[src/rtl/param_updown_counter.sv]
// param_updown_counter: WIDTH-bit modulo-MODULUS up/down counter with enable, sync load and wrap pulse
//   clock      : rising-edge clock
//   reset      : asynchronous active-low reset
//   enable     : count enable
//   up_down    : 1 = count up, 0 = count down
//   load       : synchronous parallel load (wins over enable, never wraps)
//   load_value : binary value to load; values >= MODULUS load 0
//   y          : registered count, binary or Gray when PARAM_COUNTER_GRAY_OUT_EN is defined
//   wrap       : registered pulse, high while y shows the wrapped value
module param_updown_counter #(
    parameter int WIDTH   = 4,
    parameter int MODULUS = 16
) (
    input  logic             clock,
    input  logic             reset,
    input  logic             enable,
    input  logic             up_down,
    input  logic             load,
    input  logic [WIDTH-1:0] load_value,
    output logic [WIDTH-1:0] y,
    output logic             wrap
);
    if (WIDTH < 2 || WIDTH > 16 || MODULUS < 2 || MODULUS > (1 << WIDTH)) begin : g_bad_params
        $error("param_updown_counter: illegal WIDTH/MODULUS");
    end
    localparam logic [WIDTH-1:0] LAST = WIDTH'(MODULUS - 1);
    logic [WIDTH-1:0] count, count_nxt;
    logic wrap_nxt;
    logic out_of_range;
    assign out_of_range = 32'(count) >= MODULUS;
    always_comb begin
        count_nxt = count;
        wrap_nxt  = 1'b0;
        if (load) begin
            count_nxt = (32'(load_value) < MODULUS) ? load_value : '0;
        end else if (enable) begin
            // unreachable counts recover to 0 without signalling a wrap
            if (out_of_range) begin
                count_nxt = '0;
            end else if (up_down) begin
                wrap_nxt  = count == LAST;
                count_nxt = wrap_nxt ? '0 : count + 1'b1;
            end else begin
                wrap_nxt  = count == '0;
                count_nxt = wrap_nxt ? LAST : count - 1'b1;
            end
        end
    end
    always_ff @(posedge clock or negedge reset) begin
        if (!reset) begin
            count <= '0;
            y     <= '0;
            wrap  <= 1'b0;
        end else begin
            count <= count_nxt;
            wrap  <= wrap_nxt;
`ifdef PARAM_COUNTER_GRAY_OUT_EN
            y     <= count_nxt ^ (count_nxt >> 1);
`else
            y     <= count_nxt;
`endif
        end
    end
endmodule

[config.mk]
export PLATFORM = sky130hd
export DESIGN_NAME = param_updown_counter
export DESIGN_NICKNAME = d
export VERILOG_FILES = /design/src/rtl/param_updown_counter.sv
export SDC_FILE = /design/constraint.sdc
export NUM_CORES = 1
export LEC_CHECK = 0
export BUFFER_PORTS_ARGS = -buffer_cell sky130_fd_sc_hd__buf_2
export CAP_MARGIN = 25
export CORE_AREA = 2 2 39 41
export DETAILED_ROUTE_END_ITERATION = 8
export DIE_AREA = 0 0 41 43
export SLEW_MARGIN = 40
export SYNTH_ARGS = -nofsm -noshare
export SYNTH_HDL_FRONTEND = slang
export SYNTH_SLANG_ARGS = --single-unit
[constraint.sdc]
create_clock -name clock -period 1.7 [get_ports clock]
set_clock_uncertainty 0.15 [all_clocks]
set_input_delay 0.085 -clock clock [delete_from_list [all_inputs] [get_ports clock]]
set_output_delay 0.085 -clock clock [all_outputs]
set_load 0.01 [all_outputs]
# Yosys cells after proc, flatten, opt, wreduce, memory -nomap -nowiden
# Index checks and enable logic that the tools add are counted.
dict set report classes {
  n_mux 8
  n_reduce_logical 2
  eq_ne 1
  add_sub_neg 2
}
# op count
set op_table {}
lappend op_table {{$mux W4} 5}
lappend op_table {{$add A4 B1 Y4 const B} 1}
lappend op_table {{$eq A4 B4 Y1 const B} 1}
lappend op_table {{$logic_not A4 Y1} 1}
lappend op_table {{$sub A4 B1 Y4 const B} 1}
lappend op_table {{$mux W1} 3}
lappend op_table {{$reduce_bool A2 Y1} 1}
dict set report word_totals {
  in_bits 9
  regBits 5
  output_inout_bits 5
}

# Longest topological paths before layout
dict set report depth {
  ltp_word 5
  depth_mapped 6
}

# Worst setup path after synthesis
# No wires, ideal clock.
dict set report synth_path {
  path_kind {register to register}
  from {reg count[0]}
  to {reg count[3]}
  setup_slack_ns 0.064
  path_stages_with_launch 7
  period_less_slack_ns 1.636
  t_required_ns 1.429
  arrival_ns 1.365
  setup_ns 0.121
  path_cell_list {dfrtp_1 inv_1 ha_1 o21bai_2 a21oi_1 o311ai_1 a22o_1}
}
dict set report synth_between {
  elab_chain_len 5
  word_cells_on_any_way 9
  classes_between {add/sub (2); eq/ne (1); mux (5); reduce/logical (1)}
}
# item line
set synth_lines {}
lappend synth_lines {{start, declared} 27} ;# logic [WIDTH-1:0] count, count_nxt;
lappend synth_lines {{start signal, assigned} 55} ;# count <= count_nxt;
lappend synth_lines {{$sub A4 B1 Y4 (tied with other cells)} 45} ;# count_nxt = wrap_nxt ? LAST : count - 1'b1;
lappend synth_lines {{$mux W4, on equally long branches} {45, 42}}
lappend synth_lines {{$mux W4 *} 40} ;# end else if (up_down) begin
lappend synth_lines {{$mux W4 *} 36} ;# end else if (enable) begin
lappend synth_lines {{$mux W4 *} 34} ;# if (load) begin
# Mark *: on every way between the ends. The rest lies on a longest branch, timed or not. The select of a mux whose other input is x is not followed.
# A chain may end at the register's enable or synchronous reset.

# Worst setup path in the final report
dict set report layout_path {
  from {reg count[0]}
  to {reg count[0]}
}
# Same word-level chain as after synthesis.

==> run metrics <==
setup TNS=0 ns; DRC=0; worst vdd ir=360 µV; WL final=845 µm; detailed placement HPWL=662 µm; largest area contributor in the netlist=dfrtp_1; GRT overflow=0; first-pass GRT wire length=1440 µm; Tcrit/Tclk final=91.7%; top cells by count, synth=dfrtp_1 (5), nand2_1 (5); Final WS setup=0.141 ns; antenna cells=0; Synth async-reset ratio=100%; share of layout cells above drive strength 1=32.8%; Max Cap Viol=0; Synth Cell Area=363 µm²; core region area=1380 µm²; initial antenna violation count=0; crit path time final=1.56 ns; Slew Limit Headroom=82.3%; Max Fclk=641 MHz; Synth top area share=34.5%; actual slew at the worst max-slew pin=0.262 ns; Worst setup EP type=flip-flop; RSZ-0062 raised after global routing=false; H-Tree Depth=1; total track usage=12.2%; number of synthesized flops with an enable pin=0; Slew Viols, Final=0; post-detailed-route count of antenna-violating nets=0; leakage=0.265 nW; port bufs=13; root buf cell=clkbuf_4; WP data required=1.72 ns; Yosys Warn Count=0; IO Pins=14; wire per inst=10.2 µm; TritonCTS clock tree=done; final hold vios=0; Worst Path Arrival=1.57 ns; Mean Syn Cell Area=8.64 µm²; die area=1760 µm²; Post-Syn Nets=53; Die X=41 µm; Synth area leaders=dfrtp_1 (34%), ha_1 (6.9%), nand2_1 (5.2%); CP Max Fanout=8; Syn-to-layout area delta=53.1%; number of setup violations in the final report=0; Synth Register Bits=5; clk sinks=5; Mapped Cells=42; clk slew on worst S/H paths=0.04 ns; register area share after synthesis=34.5%; die height=43 µm; Vias/cell=4.53; Worst Setup Path Type=flip-flop to flip-flop; fillers=139; PwrDens=785 nW/µm²; critical path launch point type=flip-flop; DP Worst Slack=0.152 ns; Yosys cell types=23; starting density of the core=26.2%; RePlAce Congestion=0.757; vias=376; row cnt=14; drt first pass iters=4; Design Power=0.436 mW; Hold Path Class=input port to flip-flop; main flop type after synthesis=dfrtp_1; drt initial violations=4; final-stage net count=79; status=complete, no violations; number of global-route vias before repair=345; clk_lat worst skew=0.24 ns; CTS Buf Count=3; clock buffer depth=2; largest net degree at the start of global routing=10
[routing by layer]
layer / up-vias / part of all wire [%] / track usage (%)
li1: 202 / - / -
met1: 164 / 44 / 14.9
met2: 10 / 50 / 17.8
met3: 0 / 5.9 / 6.28
met4: 0 / 0 / 4.00
met5: - / 0 / 0
[worst max-delay path: stages (launching register included)]
cell     delay [ns]
dfrtp_1        0.37
buf_4          0.16
ha_1           0.21
and3_1         0.18
o21ai_0        0.18
a31oi_1        0.11
o21ai_1        0.12
[final timing paths]
check / startpoint / to / slack, ns / cells past startpoint
min in group asynchronous: reset / wrap$_DFF_PN0_ / 0.04 / 2
max: count[0]$_DFFE_PN0P_ / count[0]$_DFFE_PN0P_ / 0.14 / 6
max reg2reg: count[0]$_DFFE_PN0P_ / count[0]$_DFFE_PN0P_ / 0.14 / 6
max in group asynchronous: reset / count[1]$_DFFE_PN0P_ / 1.23 / 2
min: enable / wrap$_DFF_PN0_ / 0.03 / 2
min reg2reg: count[1]$_DFFE_PN0P_ / count[1]$_DFFE_PN0P_ / 0.50 / 2
[state kept, by name, summed over array words and instances (netlist names)]
signal / count
count: 4
wrap: 1
[power breakdown]
| part | internal (mW) | switching (mW) |
|---|---|---|
| clock network | 0.0887 | 0.0480 |
| registers | 0.132 | 0.0179 |
| logic | 0.0785 | 0.0709 |
[cell families (layout without fill, tap and decap cells)]
| logic type | after synthesis | after routing | share of synthesized area (%) |
|---|---|---|---|
| AOI/OAI and AO/OA | 15 | 15 | 29.3 |
| and+or+nand+nor | 13 | 13 | 17.6 |
| DFF | 5 | 5 | 34.5 |
| buffers and inverters | 4 | 29 | 4.14 |
| adders and majority gates | 2 | 2 | 6.90 |
| xor gates and xnor gates | 2 | 2 | 4.83 |
| muxes | 1 | 1 | 2.76 |
[timing repair]
action                                 4_1_cts  5_1_grt
hold buffers                                 7        0
endpoints found under the hold margin       10        0
setup buffers                                0        0
gates resized for setup                      0        0
[final cells by class]
| class | instances | area (µm²) | share of cell area [%] |
|---|---|---|---|
| clock buffers | 4 | 26.3 | 4.73 |
| flip-flops and latches | 5 | 125 | 22.5 |
| repair buffers | 22 | 150 | 27.0 |
| well taps | 16 | 20.0 | 3.60 |
| multi-input cells | 33 | 223 | 40.1 |
| inverters | 3 | 11.3 | 2.03 |
[per-stage QoR]
stage | hold slack (ns) | instances | util, % | cell area [µm²]
global route | 0.0284 | 83 | 40.1 | 556
detailed placement | -0.240 | 72 | 33.2 | 459
floorplan | -0.361 | 42 | - | 363
finish | 0.0271 | 83 | 40.1 | 556
CTS | 0.0137 | 83 | 40.1 | 556
global placement | -0.245 | 72 | 33.2 | 459
[layout by cell type, fill, tap and decap left out]
cell type,count
o21bai_2,1
inv_1,3
nor2_1,3
buf_2,13
dlygate4sd3_1,7
nor3b_1,1
a31o_2,1
a22o_1,1
and3_1,1
o21ai_1,2
nand2b_1,1
o211ai_2,1
o21ai_0,3
nor3_1,1
a31oi_1,1
a21oi_1,3
clkbuf_1,1
nand2_1,5
dfrtp_1,5
buf_4,2
xnor2_1,2
o311ai_1,1
mux2i_1,1
nor4b_1,1
a21bo_2,1
ha_1,2
clkbuf_4,3
No activity file was read; power rests on OpenSTA's default activity.
